==> config.mk <==
export PLATFORM = sky130hd
export DESIGN_NAME = lcd_ram_arb
export DESIGN_NICKNAME = d
export VERILOG_FILES = /design/src/rtl/lcd_ram_arb.sv
export SDC_FILE = /design/constraint.sdc
export NUM_CORES = 1
export LEC_CHECK = 0
export CORE_AREA = 2 2 82 84
export DETAILED_ROUTE_END_ITERATION = 6
export DIE_AREA = 0 0 84 86
export PLACE_DENSITY = 0.89
export SLEW_MARGIN = 5
export SYNTH_ARGS = -nofsm -noshare
export SYNTH_HDL_FRONTEND = slang
export SYNTH_SLANG_ARGS = --single-unit
==> constraint.sdc <==
create_clock -name clk -period 2.7 [get_ports clk]
set_input_delay 0.675 -clock clk [delete_from_list [all_inputs] [get_ports clk]]
set_output_delay 0.675 -clock clk [all_outputs]
set_load 0.01 [all_outputs]
==> src/rtl/lcd_ram_arb.sv <==
// Arbiter sharing one single-port frame RAM between capture writes, display reads
// and host accesses. Grants are decided at each edge and issued the next cycle.
module lcd_ram_arb #(
  parameter logic [12:0] RAM_TOP     = 13'h17bf,
  parameter int unsigned HST_MAXWAIT = 8
) (
  input  logic        clk,
  input  logic        rst_x,
  input  logic        cap_wrreq,
  output logic        cap_wrack,
  input  logic [12:0] cap_waddr,
  input  logic [7:0]  cap_wdata,
  input  logic        dsp_rdreq,
  output logic        dsp_rdack,
  input  logic [12:0] dsp_raddr,
  output logic [7:0]  dsp_rdata,
  output logic        dsp_rvalid,
  input  logic        hst_req,
  input  logic        hst_we,
  input  logic [12:0] hst_addr,
  input  logic [7:0]  hst_wdata,
  output logic        hst_ack,
  output logic [7:0]  hst_rdata,
  output logic        hst_rvalid,
  output logic        ram_cs,
  output logic        ram_we,
  output logic [12:0] ram_addr,
  output logic [7:0]  ram_wdata,
  input  logic [7:0]  ram_rdata
);

  typedef enum logic [1:0] {
    OWN_IDLE,
    OWN_CAP,
    OWN_DSP,
    OWN_HST
  } owner_e;

  // Read tag travelling alongside an access until its data comes back.
  typedef struct packed {
    logic dsp;
    logic hst;
    logic oor;
  } rd_tag_t;

  owner_e      owner_q, owner_d;
  logic [3:0]  wait_q, wait_d;
  logic        cap_el, dsp_el, hst_el, hst_urgent;
  logic        sel_we, sel_oor;
  logic [12:0] sel_addr;
  logic [7:0]  sel_wdata;
  rd_tag_t     rd1_d, rd1_q, rd2_q;
  logic        ram_cs_q, ram_we_q;
  logic [12:0] ram_addr_q;
  logic [7:0]  ram_wdata_q;
  logic        dsp_rvalid_q, hst_rvalid_q;
  logic [7:0]  dsp_rdata_q, hst_rdata_q;

  // NOTE: every always_comb output is given a default first so no latch is inferred.
  always_comb begin
    cap_el     = cap_wrreq && (owner_q != OWN_CAP);
    dsp_el     = dsp_rdreq && (owner_q != OWN_DSP);
    hst_el     = hst_req   && (owner_q != OWN_HST);
    hst_urgent = hst_el && (32'(wait_q) >= HST_MAXWAIT);

    owner_d = OWN_IDLE;
    if (cap_el)          owner_d = OWN_CAP;
    else if (hst_urgent) owner_d = OWN_HST;
    else if (dsp_el)     owner_d = OWN_DSP;
    else if (hst_el)     owner_d = OWN_HST;

    wait_d = wait_q;
    if (!hst_req || (owner_q == OWN_HST)) wait_d = 4'd0;
    else if ((owner_d != OWN_HST) && (wait_q != 4'hf)) wait_d = wait_q + 4'd1;

    sel_we    = 1'b0;
    sel_addr  = ram_addr_q;
    sel_wdata = ram_wdata_q;
    case (owner_d)
      OWN_CAP: begin
        sel_we    = 1'b1;
        sel_addr  = cap_waddr;
        sel_wdata = cap_wdata;
      end
      OWN_DSP: sel_addr = dsp_raddr;
      OWN_HST: begin
        sel_we    = hst_we;
        sel_addr  = hst_addr;
        sel_wdata = hst_wdata;
      end
      default: ;
    endcase
    sel_oor = (owner_d != OWN_IDLE) && (sel_addr > RAM_TOP);

    rd1_d.dsp = (owner_d == OWN_DSP);
    rd1_d.hst = (owner_d == OWN_HST) && !hst_we;
    rd1_d.oor = sel_oor;
  end

  // NOTE: sequential state uses non-blocking assignments so every flop samples pre-edge values.
  always_ff @(posedge clk or negedge rst_x) begin
    if (!rst_x) begin
      owner_q      <= OWN_IDLE;
      wait_q       <= 4'd0;
      rd1_q        <= '0;
      rd2_q        <= '0;
      ram_cs_q     <= 1'b0;
      ram_we_q     <= 1'b0;
      ram_addr_q   <= 13'h0000;
      ram_wdata_q  <= 8'h00;
      dsp_rvalid_q <= 1'b0;
      hst_rvalid_q <= 1'b0;
      dsp_rdata_q  <= 8'h00;
      hst_rdata_q  <= 8'h00;
    end else begin
      owner_q      <= owner_d;
      wait_q       <= wait_d;
      ram_cs_q     <= (owner_d != OWN_IDLE) && !sel_oor;
      ram_we_q     <= sel_we && !sel_oor;
      ram_addr_q   <= sel_addr;
      ram_wdata_q  <= sel_wdata;
      rd1_q        <= rd1_d;
      rd2_q        <= rd1_q;
      dsp_rvalid_q <= rd2_q.dsp;
      hst_rvalid_q <= rd2_q.hst;
      // Out-of-range reads never touched the RAM, so they return zero.
      if (rd2_q.dsp) dsp_rdata_q <= rd2_q.oor ? 8'h00 : ram_rdata;
      if (rd2_q.hst) hst_rdata_q <= rd2_q.oor ? 8'h00 : ram_rdata;
    end
  end

  assign cap_wrack  = (owner_q == OWN_CAP);
  assign dsp_rdack  = (owner_q == OWN_DSP);
  assign hst_ack    = (owner_q == OWN_HST);
  assign ram_cs     = ram_cs_q;
  assign ram_we     = ram_we_q;
  assign ram_addr   = ram_addr_q;
  assign ram_wdata  = ram_wdata_q;
  assign dsp_rdata  = dsp_rdata_q;
  assign dsp_rvalid = dsp_rvalid_q;
  assign hst_rdata  = hst_rdata_q;
  assign hst_rvalid = hst_rvalid_q;

endmodule

======== Word level (Yosys, flattened, before mapping) ========
Cells that the tools add are included.
word-level totals
  bits in registers ....................... 53
  bits of input ports ..................... 69
  output and inout port bits .............. 44
  word-level logic and storage cells ...... 56
operators by class
  $add $sub $neg .......................... 1
  $lt $le $gt $ge ......................... 2
  equality and inequality tests ........... 11
  muxes and demuxes ....................... 10
  reduce and logical (&&, ||, !) cells .... 16
operators by type and width
  operator                                                   number
  case mux 13 bit (3 select lines)                           1
  case mux 8 bit (2 select lines)                            1
  > comparator 13 bit (second input constant)                1
  logical AND 1 bit                                          9
  equality test 2 bit (second input constant)                4
  two-way mux 2 bit                                          4
  two-way mux 4 bit                                          2
  two-way mux 8 bit                                          1
  != test 2 bit (second input constant)                      3
  nonzero test 2 bit                                         3
  adder 4 x 1 -> 4 bit (second input constant)               1
  equality test 2 x 1 -> 1 bit (second input constant)       2
  greater-or-equal comparator 4 bit (second input constant)  1
  != test 4 bit (second input constant)                      1
  logical NOT 1 bit                                          3
  != test 2 x 1 -> 1 bit (second input constant)             1
  case mux 1 bit (2 select lines)                            1
  logical OR 1 bit                                           1

======== Depth between registers and ports, before layout ========
  word-level depth ........................ 12
  gate-level depth with buffers ........... 8
  mapped depth without buffers ............ 6

======== Worst setup path after synthesis ========
Ideal clock, no wire load.
  kind .................................... input-to-reg
  start point ............................. input port dsp_rdreq
  end point ............................... register ram_we_q (netlist: ram_we)
  library setup time ...................... 0.132 ns
  arrival ................................. 1.996 ns
  data required time ...................... 2.568 ns
  path slack .............................. 0.571 ns
  cell stages on the path ................. 7
  path buffers ............................ 1
  cells stage by stage .................... clkbuf_1 -> nor3_1 -> a211o_1 -> nand2_1 -> o21a_1 -> o41ai_2 -> nor2_1
RTL lines
  element                 RTL line  source
  start: declaration      13        input logic dsp_rdreq,
  end signal: assignment  119       ram_we_q <= sel_we && !sel_oor;
  end: declaration        53        logic ram_cs_q, ram_we_q;

==> impl_results.md <==
* Gr busiest metal: met2
* PortBufs at around 110
* Worst setup path class: in2reg
* Clk pwr share at between 15 and 20%
* GR Layer Usage met2 at 35.71%
* Grt ovf at 0
* Post-Place Setup Slack at -137.2 ps
* Worst Hold Class: in2async
* Max_cap viols at 0
* GRT Total Usage at a little over 20%
* Die Span Y at roughly 86 µm
* Placer Congestion at ~0.9
* Met3 usage at 5.101%
* LEAKAGE at 1.745 nW
* Slew Viols, Final at 0
* Count of synthesis-stage warnings from yosys at 0
* H-tree depth at 2
* CTS tree: yes
* Nets at 442
* Seq cells post-synth at 53
* RSZ-0062 raised after global routing: no
* DP HPWL at 5583 µm
* Initial antenna violation count at 0
* Skew final at between 4 and 5 ps
* Post-CTS setup buffer count at 0
* Cells after Synth at 248
* Top_reg_cell synth: dfrtp_1
* Setup tns final at 0 ps
* Drt via density at 5.357
* Final setup vio count at 0
* Logic pwr share at between 40 and 50%
* Largest cells by area after synthesis: dfrtp_1 50%, mux2_2 6.8%, nand2_1 4.5%
* Die area at 7224 µm²
* Synth unique cells at 51
* Post_cts resized at 0
* Fin. Hold Viols at 0
* Sequential Power Share at about two fifths
* Initial core utilization at 42.28%
* Outcome: complete, no violations
* Pwr dens at around 760 nW/µm²
* Worst path top cell family by delay: compound AO/OA/AOI/OAI gates
* Critical Path RT at about 2900 ps
* Post-CTS Hold Fix Bufs at 0
* Sequential fraction of the synthesis area at between 40% and 50%
* Final worst setup slack at 159.7 ps
* Highest-count cells in the layout ignoring fill and taps: 111 x clkdlybuf4s50_1, 53 x dfrtp_1, 32 x nand2_1
* Vias at 2400
* Clk root buf: clkbuf_8
* Post-Route WL at 7144 µm
* Max Freq at 0.3937 GHz
* WL/cell at about 16 µm
* Number of global-route vias before repair at 2398
* Residual DRC at 0
* CTS Buf Count at 5
* WP data arrival at about 2700 ps
* CP max stage delay at 500 ps
* # IOs at 113
* Worst Path Buf+Inv at 1
* Critical path capture point type: flop
* Met1 Usage GRT at approximately a quarter
* First-pass GRT wire length at ~12000 µm
* Syn Std Cell Area at 2654 µm²
* Startpoint types: primary input
* Layout cells sized above 1 at between 10 and 15%
* Diode count at 0
* VDD IR max at around 0.50 mV
* Placed Area at approximately 4000 µm²
* Most common cell after layout, fill and taps aside: clkdlybuf4s50_1
* Core area at between 6000 and 7000 µm²
* CTS clk-pin slew, worst paths at about 90 ps
* Rel. slew slack at around 70%
* CTS max path bufs at 2
* Avg Inst Size Synth at ~11 µm²
* Net switching power at roughly 970 µW
* Antenna Nets Post-Route at 0
* First-pass DRT Iterations at 5
* Std cell rows at 29
* Clock Sinks at between 50 and 60
* Slew @ Worst Pin at ~460 ps
* Int Pwr at between 2 and 2.5 mW
* Worst-path maximum fanout at 9
* Share of flip-flops with an asynchronous set or reset at 100.0%
* Number of flops mapped to enable cells by yosys at 0
* Chip width at approximately 84 µm
* Min cycle time layout at approximately 2500 ps
* Period utilization at a little over nine tenths
* DRT iter0 DRCs at roughly 110
* Crit-path slowest cell: clkdlybuf4s50_1
* Worst skew pair latency at around 290 ps
* Sw Ratio at between 30% and 40%
* Crit-path cells: clkdlybuf4s50_1 > a21bo_4 > nor3_4 > and2_1 > o22ai_1 > o41ai_2 > nor2_1
* Layout area overhead at 51.82%
* Largest net degree at the start of global routing at 27
* Syn nets at 319
* Synth top area share at 49.98%
* Post-route design area at roughly 4000 µm²
* Post-synth top area cell: dfrtp_1
==> per-stage QoR <==
step | hold slack (ps) | instances | total power, mW | utilization [%]
2_1_floorplan | 331.2 | 248 | 1.820 | -
3_3_place_gp | 333.2 | 441 | 2.545 | 62.53
3_5_place_dp | 337.1 | 441 | 2.589 | 62.53
4_1_cts | 174.8 | 448 | 3.106 | 64.18
5_1_grt | 172.8 | 448 | 3.274 | 64.18
6_report | 184.5 | 448 | 3.076 | 64.18
==> routing by layer <==
layer / vias up / wire (µm)
met5: - / 0
met1: 1178 / 2934
met2: 91 / 3663
met3: 4 / 498
met4: 0 / 48
li1: 1127 / -
==> logic make-up after synthesis <==
group / Yosys count / share of synthesized area [%]
adder cells (fa/ha/maj): 2 / 0.9428
buffers and inverters: 23 / 4.149
multiplexers: 27 / 10.94
AO/OA/AOI/OAI: 54 / 16.03
AND/OR/NAND/NOR: 87 / 17.30
flip-flops: 53 / 49.98
XOR/XNOR: 2 / 0.6602
==> state kept, by name, summed over array words and instances (netlist names) <==
name and cells:
ram_addr 13, dsp_rdata 8, hst_rdata 8, ram_wdata 8, wait_q 4, rd1_q 3, rd2_q 3, owner_q 2
dsp_rvalid 1, hst_rvalid 1, ram_cs 1, ram_we 1
==> cell type report <==
type	count	area (µm²)
fill	511	2248
sequential	53	1326
timing repair buffer	130	1251
multi-input combinational	172	1217
tap	77	96.34
clock buffer	5	68.82
clock inverter	2	35.03
inverter	9	33.78
==> power by group through the flow <==
| stage | logic, mW | clock network [mW] | registers (mW) |
|---|---|---|---|
| global placement | 1.31 | 0 | 1.23 |
| global route | 1.44 | 0.564 | 1.27 |
| floorplan | 0.513 | 0 | 1.31 |
| CTS | 1.35 | 0.525 | 1.23 |
| finish | 1.34 | 0.510 | 1.23 |
| detailed placement | 1.35 | 0 | 1.24 |
==> worst paths after layout <==
path / endpoint / from / cells after the start / slack (ps)
setup / recovery: ram_we / hst_req / 7 / 160
hold / removal: ram_addr[11] / rst_x / 1 / 180
setup reg to reg: ram_we / owner_q[0] / 6 / 560
hold reg to reg: rd2_q[2] / rd1_q[2] / 0 / 350
max in group asynchronous: dsp_rdata[5] / rst_x / 2 / 1980
min in group clk: rd2_q[2] / rd1_q[2] / 0 / 350
==> synthesized netlist by cell type (3+ instances only) <==
master and n:
and2_1 6, inv_1 9, mux2i_1 11, mux2_2 16, a21oi_1 13, buf_2 4
a222oi_1 7, o21ai_0 11, nor2_1 12, nor3_1 3, nor2b_1 14, o22ai_1 3
nand2_1 32, clkbuf_1 7, dfrtp_1 53
(Power assumes the default switching activity.)
==> variant: new RTL, same settings <==
Re-encode `owner_e` (4 values) as one-hot, 4 bits wide.
--- a/src/rtl/lcd_ram_arb.sv
+++ b/src/rtl/lcd_ram_arb.sv
@@ -29,11 +29,11 @@
   input  logic [7:0]  ram_rdata
 );
 
-  typedef enum logic [1:0] {
-    OWN_IDLE,
-    OWN_CAP,
-    OWN_DSP,
-    OWN_HST
+  typedef enum logic [3:0] {
+    OWN_IDLE = 4'b0001,
+    OWN_CAP  = 4'b0010,
+    OWN_DSP  = 4'b0100,
+    OWN_HST  = 4'b1000
   } owner_e;
 
   // Read tag travelling alongside an access until its data comes back.
Behaviour: same outputs for any inputs over 10 cycles, from zero or initial values and one cycle with rst_x low; not proved beyond that.
==> variant against the original RTL <==
Power is 23% lower; worst setup slack lost 0.12 ns; cell count down 6.7%; synthesized area decreased by 7.6%; routed wire length fell by 6.0%; sequential cell count is 2 higher; via count is 9.4% lower; design area is 6.1% lower; synthesized cell count shrank 9.7%; clock power rose by 2%; non-clock buffer count down 9.
==> variant: results (changes against the original RTL) <==
status: complete, no violations
Post-Place Cells: 411 (-6.8%)
top cell type's share of synthesized area: 55.13% (+5.2 points)
final clock skew: 0.01083 ns (+0.006644 ns)
hold crit path type: flop to flop
DR iter-0 viols: 74 (-34%)
Synth cell types: 38 (-25%)
crit-path leading delay family: buffers and inverters
Mapped Cells: 224 (-9.7%)
Finished Layout Cells: 418 (-6.7%)
area share of fa/ha/maj cells after synthesis: 1.021% (+0.078 points)
fin nets: 412 (-6.8%)
Hold Crit Start: rd1_q[2]$_DFF_PN0_
Commonest cells post-synth: dfrtp_1, nand2_1, nor2_1
pin count of the biggest net entering global routing: 56 (+110%)
worst reg2reg setup slack: 0.26 ns (-0.30 ns)
final wirelength: 6718 um (-6.0%)
Mapped Nets: 295 (-7.5%)
Post-Synth XOR/XNOR Area: 0% (-0.66 points)
met3 WL: 378 um (-24%)
post-CTS sizing: 1 (+1)
CP peak stage delay: 0.59 ns (+0.09 ns)
Fillers: 501 (-2.0%)
WL met1: 2711 um (-7.6%)
Setup crit end: dsp_rdack
share of layout cells above drive strength 1: 12.61% (-1.9 points)
I/O Buffers: 112 (unchanged)
vias in the first global route: 2251 (-6.1%)
pre-CTS setup slack: 0.01178 ns (+0.1490 ns)
max reg flops: 13 (unchanged)
hold slack: 0.3575 ns (+0.1731 ns)
grt met3 use: 3.946% (-1.2 points)
DR pass1 iterations: 4 (-1)
post-synthesis sequential area ratio: 56.20% (+6.2 points)
critical path startpoint: owner_q[1]$_DFF_PN0_
post-synthesis mux area share: 7.351% (-3.6 points)
total vias in the final route: 2175 (-9.4%)
compound-gate portion of the synthesized area: 15.98% (-0.053 points)
met1 Use GR: 22.44% (-3.9 points)
gpl congestion: 0.8484 (-7.7%)
total track usage: 18.82% (-1.8 points)
dpl hpwl: 5184 um (-7.1%)
worst relative slew slack: 54.46% (-15 points)
Worst Path Max Fanout: 4 (-5)
top post-synthesis cells by area: dfrtp_1, mux2_2, nand2_1
Worst VDD drop: 0.0003390 V (-33%)
Met2 Wirelength: 3592 um (-1.9%)
met2 usage: 34.69% (-1.0 points)
Leak: 1.638 nW (-6.1%)
[variant: cell count changes after synthesis, sizes merged, moves of 5 or more]
cell / change
nand2: -5
o21ai: -8
a31oi: +8
mux2i: -11
and2: -7
nor2: +11
[variant: where the power goes]
group | switching, mW | internal, mW | leakage (nW)
combinational | 0.311 | 0.471 | 0.916
clock | 0.247 | 0.272 | 0.0513
sequential | 0.100 | 0.980 | 0.671
[variant: through the flow]
step | util (%) | cell area, um^2
finish | 60.28 | 3784
global route | 60.28 | 3784
CTS | 60.22 | 3780
detailed placement | 58.58 | 3677
global placement | 58.58 | 3677
floorplan | - | 2451
[variant: final cells by class]
type / instances / area (um^2) / area share [%]
flip-flops and latches: 55 / 1378 / 36.41
repair buffers: 121 / 1184 / 31.28
multi-input cells: 146 / 978.4 / 25.86
well taps: 77 / 96.34 / 2.546
clock buffers: 6 / 72.57 / 1.918
inverters: 12 / 45.04 / 1.190
clock inverters: 1 / 30.03 / 0.7937
